File: src/rtl/hazard_ctrl_pkg.sv
// Shared CPU defines: hazard FSM state encoding and pipeline constants.
package hazard_ctrl_pkg;

    localparam logic [1:0]  ST_IDLE   = 2'd0;
    localparam logic [1:0]  ST_FLUSH  = 2'd1;
    localparam logic [1:0]  ST_STALL  = 2'd2;

    localparam logic [31:0] INST_NOP  = 32'h0000_0013;
    localparam logic [31:0] ZERO_ADDR = 32'h0000_0000;

endpackage

File: src/rtl/hazard_ctrl.sv
// Pipeline hazard controller: jump redirect/flush, load-use bubble,
// multi-cycle unit stall with sticky stall-timeout detection.
module hazard_ctrl
    import hazard_ctrl_pkg::*;
#(
    parameter int unsigned AW            = 32,
    parameter int unsigned FLUSH_CYCLES  = 1,
    parameter int unsigned STALL_TIMEOUT = 64
) (
    input  logic          clk,
    input  logic          rst,
    input  logic          jump_en_i,
    input  logic [AW-1:0] jump_addr_i,
    input  logic          load_use_i,
    input  logic          mc_busy_i,
    output logic          jump_en_o,
    output logic [AW-1:0] jump_addr_o,
    output logic          stall_pc_o,
    output logic          stall_if_id_o,
    output logic          stall_id_ex_o,
    output logic          flush_if_id_o,
    output logic          flush_id_ex_o,
    output logic          timeout_o
);

    localparam int FCW = (FLUSH_CYCLES > 0) ? $clog2(FLUSH_CYCLES + 1) : 1;
    localparam int BCW = (STALL_TIMEOUT > 0) ? $clog2(STALL_TIMEOUT + 1) : 1;

    localparam logic [FCW-1:0] FLUSH_INIT = FCW'(FLUSH_CYCLES);
    localparam logic [FCW-1:0] FLUSH_ONE  = FCW'(1'b1);
    localparam logic [BCW-1:0] BUSY_MAX   = BCW'(STALL_TIMEOUT);
    localparam logic [AW-1:0]  ADDR_ZERO  = AW'(ZERO_ADDR);

    logic [1:0]     state_r;
    logic [1:0]     state_nxt_s;
    logic [FCW-1:0] flush_cnt_r;
    logic [FCW-1:0] flush_cnt_nxt_s;
    logic [BCW-1:0] busy_cnt_r;
    logic [BCW-1:0] busy_cnt_nxt_s;
    logic [BCW:0]   busy_inc_s;
    logic           timeout_r;
    logic           timeout_nxt_s;

    assign busy_inc_s = {1'b0, busy_cnt_r} + {{BCW{1'b0}}, 1'b1};
    assign timeout_o  = timeout_r;

    // Output decode and next-state logic; a released STALL behaves as IDLE
    // so a jump held across the stall is taken on the first free cycle.
    always_comb begin
        jump_en_o       = 1'b0;
        jump_addr_o     = ADDR_ZERO;
        stall_pc_o      = 1'b0;
        stall_if_id_o   = 1'b0;
        stall_id_ex_o   = 1'b0;
        flush_if_id_o   = 1'b0;
        flush_id_ex_o   = 1'b0;
        state_nxt_s     = state_r;
        flush_cnt_nxt_s = flush_cnt_r;
        busy_cnt_nxt_s  = busy_cnt_r;
        timeout_nxt_s   = timeout_r;

        if (rst) begin
            flush_if_id_o = 1'b1;
            flush_id_ex_o = 1'b1;
        end else if (mc_busy_i) begin
            stall_pc_o      = 1'b1;
            stall_if_id_o   = 1'b1;
            stall_id_ex_o   = 1'b1;
            state_nxt_s     = ST_STALL;
            flush_cnt_nxt_s = {FCW{1'b0}};
            if (busy_cnt_r == BUSY_MAX) begin
                busy_cnt_nxt_s = busy_cnt_r;
            end else begin
                busy_cnt_nxt_s = busy_inc_s[BCW-1:0];
            end
            if (busy_inc_s >= {1'b0, BUSY_MAX}) begin
                timeout_nxt_s = 1'b1;
            end else begin
                timeout_nxt_s = timeout_r;
            end
        end else begin
            busy_cnt_nxt_s = {BCW{1'b0}};
            case (state_r)
                ST_FLUSH: begin
                    flush_if_id_o = 1'b1;
                    flush_id_ex_o = 1'b1;
                    if (flush_cnt_r <= FLUSH_ONE) begin
                        state_nxt_s     = ST_IDLE;
                        flush_cnt_nxt_s = {FCW{1'b0}};
                    end else begin
                        state_nxt_s     = ST_FLUSH;
                        flush_cnt_nxt_s = flush_cnt_r - FLUSH_ONE;
                    end
                end
                ST_IDLE, ST_STALL: begin
                    state_nxt_s = ST_IDLE;
                    if (jump_en_i) begin
                        jump_en_o     = 1'b1;
                        jump_addr_o   = jump_addr_i;
                        flush_if_id_o = 1'b1;
                        flush_id_ex_o = 1'b1;
                        if (FLUSH_CYCLES != 0) begin
                            state_nxt_s     = ST_FLUSH;
                            flush_cnt_nxt_s = FLUSH_INIT;
                        end else begin
                            state_nxt_s     = ST_IDLE;
                            flush_cnt_nxt_s = {FCW{1'b0}};
                        end
                    end else if (load_use_i) begin
                        stall_pc_o    = 1'b1;
                        stall_if_id_o = 1'b1;
                        flush_id_ex_o = 1'b1;
                    end else begin
                        flush_cnt_nxt_s = {FCW{1'b0}};
                    end
                end
                default: begin
                    flush_if_id_o   = 1'b1;
                    flush_id_ex_o   = 1'b1;
                    state_nxt_s     = ST_IDLE;
                    flush_cnt_nxt_s = {FCW{1'b0}};
                end
            endcase
        end
    end

    // State, counters and sticky timeout flag.
    always_ff @(posedge clk) begin
        if (rst) begin
            state_r     <= ST_IDLE;
            flush_cnt_r <= {FCW{1'b0}};
            busy_cnt_r  <= {BCW{1'b0}};
            timeout_r   <= 1'b0;
        end else begin
            state_r     <= state_nxt_s;
            flush_cnt_r <= flush_cnt_nxt_s;
            busy_cnt_r  <= busy_cnt_nxt_s;
            timeout_r   <= timeout_nxt_s;
        end
    end

endmodule

File: config.mk
export PLATFORM = sky130hd
export DESIGN_NAME = hazard_ctrl
export DESIGN_NICKNAME = d
export VERILOG_FILES = /design/src/rtl/hazard_ctrl_pkg.sv /design/src/rtl/hazard_ctrl.sv
export SDC_FILE = /design/constraint.sdc
export NUM_CORES = 1
export LEC_CHECK = 0
export CAP_MARGIN = 10
export CORE_AREA = 2 2 52 54
export DETAILED_ROUTE_END_ITERATION = 6
export DIE_AREA = 0 0 54 56
export GPL_TIMING_DRIVEN = 0
export MAX_ROUTING_LAYER = met4
export PLACE_DENSITY = 0.81
export SLEW_MARGIN = 15
export SYNTH_ARGS = -nofsm -noshare
export SYNTH_HDL_FRONTEND = slang
export SYNTH_SLANG_ARGS = --single-unit
File: constraint.sdc
create_clock -name clk -period 2.05 [get_ports clk]
set_input_delay 0.3075 -clock clk [delete_from_list [all_inputs] [get_ports clk]]
set_output_delay 0.3075 -clock clk [all_outputs]
set_load 0.01 [all_outputs]
==> results.cfg, run 1 <==
[place]
io_buffers = 75
gp_congestion = 0.844
hpwlAfterDp_um = 2310

[sta]
finClkSkew_ns = 0.00327
fin_crit_sh_pct = 95.5
rsz0062_at_grt = no
slew_viol_final = 0
max-slew-margin-rel_pct = 83.7
worstMarginPinSlew_ns = 0.242
setup_viol = 0
fin_crit_ns = 1.96
fin_hold_ws_ns = 0.477
timing.fmax_mhz = 511
hold_violations = 0

[synthesis]
yosys_warnings = 0
syn_avg_cell_area_um2 = 7.66
yosysSeqAreaShare_pct = 26.7
yosys-top-cells-area = and2_1 (30%), dfxtp_1 (27%), nor2_1 (4.5%), xor2_1 (3.9%), ha_1 (3.7%)
synth.distinct_cells = 24
syn_inst = 88
ys_seq_elements = 9
synthesis.area_um2 = 674
syn_nets = 127
yosys.area.top_type = and2_1
synth_top_area_share_pct = 29.7

[detailed_routing]
dr_total_vias = 890
drc = 0
wl_per_cell_um = 13.7
routed_via_density = 4.45
drtIter0Drc = 25
postRouteAntennaNets = 0
wl_um = 2740
firstDrtPassIters = 4

[setup_path]
required_ns = 1.74
crit_type = primary input to output pin
start_kind = primary input
critPathMaxFanout = 6
crit_path_end_kind = output pin
path_common_cell = clkdlybuf4s15_2
critPathMaxStageDelay_ns = 0.30
path_cells = dlygate4sd2_1 > nor4b_4 > buf_4 > clkdlybuf4s15_2 > and2_1 > clkdlybuf4s15_2
slowest_stage = dlygate4sd2_1
crit_arrival_ns = 1.65

[power_and_ir_drop]
p_seq_share_pct = 37.8
p_comb_share_pct = 33.9
intPower_uw = 361
leakage_uw = 0.000694
power_uw = 482
p_sw_share_pct = 24.9
clkPwrFrac_pct = 28.4
power.density_nw_per_um2 = 320
ir_worst_vdd_v = 0.000382
switchingPower_uw = 120

[floorplanning]
dieArea_um2 = 3020
io_pins = 76
start_util_pct = 27.7
die_h_um = 56
fp.coreArea_um2 = 2430
die_w_um = 54
num_rows = 18

[global_route]
overflow = 0
antenna_found_initial = 0
grt_pass1_wl_um = 3970
grt_pass1_vias = 843
grt_use_total_pct = 18.2
grt_start_max_net_pins = 11

[clock_tree]
cts_made_buffers = 3
clock-sinks = 9
cts_tree = done
clock_path_buffers = 2
clkLatencyLatePin_ns = 0.26
h-tree-depth = 1
root_buffer = clkbuf_4
clkTransAtPathRegs_ns = 0.06
hold_buffers = 0

[layout]
area_delta_synth_final_pct = 123
final_nets = 210
filler_cell_count = 232
antenna_cells = 0
layout-drive-gt1-share_pct = 10.6

[flow_run]
drv_cap = 0

[min_path]
min_path_type = flip-flop to flip-flop

[run_status]
status = complete, no violations
[critical path: cells and delay by family]
family / cells / cell delay [ns]
buf+inv: 4 / 0.89
simple gates: 2 / 0.44
[routing by layer]
metal	share of wire [%]	track usage (%)	vias up
met5	0	-	-
met4	1.9	6.43	0
met3	15	7.26	8
met2	49	32.4	44
met1	34	16.8	393
li1	-	-	445
[per-stage QoR]
step	worst slack, ns	instance area, µm²	TNS [ns]	cells	utilization [%]
detailed placement	-0.428	1460	-12.90	193	60.1
CTS	0.115	1510	0	200	61.9
finish	0.0929	1510	0	200	61.9
global placement	-0.402	1460	-12.11	193	60.1
global route	0.00643	1510	0	200	61.9
floorplan	0.688	674	0	88	-
[final timing paths]
check                                   start               to  slack [ns]  cells past startpoint
worst max-delay path                mc_busy_i  jump_addr_o[23]        0.09                      6
worst min-delay path                timeout_o        timeout_o        0.48                      2
worst max register to register  busy_cnt_r[0]        timeout_o        0.64                      5
worst min register to register      timeout_o        timeout_o        0.48                      2
[power groups by stage]
stage / registers, µW / logic, µW / clock network, µW
floorplan: 185 / 47.7 / 0
global placement: 185 / 166 / 0
detailed placement: 186 / 171 / 0
CTS: 182 / 164 / 141
global route: 182 / 175 / 147
finish: 182 / 163 / 137
[cell usage after synthesis (all sizes together)]
cell type and instances:
nand2b 1, nand3 5, nor2 8, nor3 3
nor4b 2, and3 1, mux2i 1, o21a 2
nand2 3, a21oi 1, xnor2 2, o22ai 1
o21bai 1, inv 5, buf 4, xor2 3
ha 2, a21o 1, nor4 1, dfxtp 9
and2 32
[cell usage in the layout (no fill, tap or decap), types with 2 or more instances in the layout]
cell,count
and2_1,32
buf_4,6
clkbuf_4,3
clkdlybuf4s15_1,12
clkdlybuf4s15_2,6
clkdlybuf4s50_1,38
dfxtp_1,9
dlygate4sd2_1,20
ha_1,2
inv_1,4
nand2_1,3
nand3_1,5
nor2_1,7
nor3_1,3
o21a_1,2
xnor2_1,2
xor2_1,3
[layout make-up]
class / instances / area, µm² / share of cell area, %
plain buffers: 4 / 30.0 / 1.99
repair buffers: 78 / 758 / 50.3
clock buffers: 4 / 26.3 / 1.74
flip-flops and latches: 9 / 180 / 12.0
inverters: 5 / 18.8 / 1.25
well taps: 30 / 37.5 / 2.49
multi-input cells: 70 / 455 / 30.2
[kinds of logic (layout without fill, tap and decap cells)]
group / Yosys count / in the layout / share of synthesized area (%)
adders and majority gates: 2 / 2 / 3.71
AOI/OAI and AO/OA: 6 / 6 / 6.12
DFF: 9 / 9 / 26.7
and+or+nand+nor: 56 / 56 / 49.4
xor gates and xnor gates: 5 / 5 / 6.49
muxes: 1 / 1 / 1.48
buffers and inverters: 9 / 91 / 6.12
[sequential cells by signal, summed over array words and instances, names as in the netlist]
| register | count |
|---|---|
| busy_cnt_r | 7 |
| state_r | 1 |
| timeout_o | 1 |
[timing repair]
| action | in CTS | in global routing |
|---|---|---|
| endpoints found under the setup margin | 36 | 0 |
| gates resized for setup | 63 | 0 |
| setup buffers | 2 | 0 |
(Power assumes the default switching activity.)
==> run 2, diff against run 1 <==
- CORE_AREA: 2 2 52 54 -> 2 2 51 53
- CTS_BUF_LIST: not set -> sky130_fd_sc_hd__clkbuf_2
- DIE_AREA: 0 0 54 56 -> 0 0 53 55
- PLACE_DENSITY: 0.81 -> 0.84
==> run 2 against run 1 <==
Register-to-register slack worse by 0.04 ns. Clock-buffer cell count stayed put. Clock skew is 0.0049 ns higher. Worst setup slack worse by 0.044 ns. Sequential share of layout area is 0.30 points higher. Clock power is 13% lower. Die area is 3.6% lower.
==> results.cfg, run 2 (synthesis results as in run 1) <==
[run_status]
status = complete, no violations

[clock_tree]
cts_tree = done
hold_buffers = 0
clock_path_buffers = 2
cts_made_buffers = 3
h-tree-depth = 1
root_buffer = clkbuf_2
clkLatencyLatePin_ns = 0.26
clock-sinks = 9
clkTransAtPathRegs_ns = 0.10

[setup_path]
ff2ff_setup_slack_ns = 0.60
crit_path_end_kind = output pin
required_ns = 1.74
critPathMaxStageDelay_ns = 0.54
cp_num_buf_inv = 3
worstRegToRegCells = 5
path_cells = nor4b_4 > buf_4 > buf_2 > clkdlybuf4s50_1
slowest_stage = clkdlybuf4s50_1
crit_type = flip-flop to output pin
critPathMaxFanout = 6
path_depth = 4
start_kind = flip-flop
path_delay_family = buffers and inverters
crit_arrival_ns = 1.69

[power_and_ir_drop]
power.density_nw_per_um2 = 312
ir_worst_vdd_v = 0.000379
leakage_uw = 0.000750

[layout]
largest_register = busy_cnt_r
layout_commonest_cell = clkdlybuf4s50_1
final_cell_mix = clkdlybuf4s50_1 (40), and2_1 (32), dlygate4sd2_1 (29), buf_4 (9)
filler_cell_count = 229
stdcell_count = 203
final_nets = 213
layout-drive-gt1-share_pct = 13.3
area_delta_synth_final_pct = 119
fin_area_um2 = 1480
post-route-util_pct = 62.6
antenna_cells = 0
largest_reg_flops = 7

[flow_run]
drv_cap = 0

[detailed_routing]
wl_um = 2700
routed_via_density = 4.37
wl_per_cell_um = 13.3
maxUsedRoutingLayer = met4
postRouteAntennaNets = 0
drc = 0
wl_met1_um = 1050
drtIter0Drc = 4
firstDrtPassIters = 4
wl_met2_um = 1230
dr_total_vias = 888
dr_wl_met3_um = 379

[sta]
worstMarginPinSlew_ns = 0.251
fin_crit_ns = 2.00
finClkSkew_ns = 0.00821
timing.fmax_mhz = 500
setup_ws_ns = 0.0492
fin_crit_sh_pct = 97.6
setup_viol = 0
max-slew-margin-rel_pct = 83.1
slew_viol_final = 0
hold_violations = 0

[global_route]
grt_pass1_wl_um = 3790
overflow = 0
antenna_found_initial = 0
grt_use_total_pct = 18.8
grt_pass1_vias = 826
grt_start_max_net_pins = 11

[place]
io_buffers = 75
placed_cells_incl_taps = 193
pre_cts_ws_ns = -0.431
hpwlAfterDp_um = 2250
gp_congestion = 0.738
place_area_um2 = 1460

[floorplanning]
fp.coreArea_um2 = 2360
die_h_um = 55
io_pins = 76
dieArea_um2 = 2920
die_w_um = 53
num_rows = 18
start_util_pct = 28.5

[min_path]
min_path_type = primary input to flip-flop
hold_depth = 2
[run 2: cell count changes in the layout (fill, tap and decap cells not counted), moves of 2 or more]
| cell | change |
|---|---|
| buf_2 | +3 |
| buf_4 | +3 |
| clkdlybuf4s15_2 | -4 |
| clkdlybuf4s15_1 | -12 |
| clkbuf_4 | -3 |
| clkbuf_2 | +6 |
| dlygate4sd2_1 | +9 |
| clkdlybuf4s50_1 | +2 |
[run 2: per-stage QoR]
stage	setup TNS (ns)	hold WS (ns)	power, µW
after detailed placement	-13.04	0.473	354
after global routing	-0.00115	0.422	484
final	0	0.398	463
after floorplan	0	0.385	233
after global placement	-12.58	0.460	352
after CTS	0	0.406	465
[run 2: worst paths after layout]
kind | startpoint | endpoint
max | state_r[0] | jump_en_o
min | mc_busy_i | state_r[0]
max reg2reg | busy_cnt_r[0] | timeout_o
min reg2reg | state_r[0] | state_r[0]
[run 2: what timing repair did]
item	4_1_cts	5_1_grt
pin swaps	1	0
hold endpoints to repair	0	0
setup buffers	3	2
cloned	2	0
setup endpoints to repair	34	5
resized for setup	49	5
[run 2: worst reg2reg max path, cell delays in order, from the launching register on]
cell,delay [ns]
dfxtp_1,0.45
ha_1,0.23
nand3_1,0.14
o21a_1,0.23
nor3_1,0.19
o22ai_1,0.09
[run 2: metal layers]
metal | track usage, % | vias up
li1 | - | 450
met1 | 19.7 | 383
met2 | 32.5 | 50
met3 | 6.45 | 5
met4 | 7.69 | 0
met5 | - | -
[run 2: cell type report]
| cell class | instances | area (µm²) | share of cell area (%) |
|---|---|---|---|
| buffer | 4 | 30.0 | 2.03 |
| timing repair buffer | 81 | 739 | 50.0 |
| multi-input combinational | 70 | 453 | 30.6 |
| tap | 30 | 37.5 | 2.54 |
| inverter | 5 | 18.8 | 1.27 |
| sequential | 9 | 181 | 12.3 |
| clock buffer | 4 | 20.0 | 1.35 |
[run 2: power by group]
part / internal (µW) / total [µW] / switching, µW
combinational: 110 / 162 / 52.4
clock: 51.8 / 119 / 66.8
sequential: 178 / 182 / 4.06
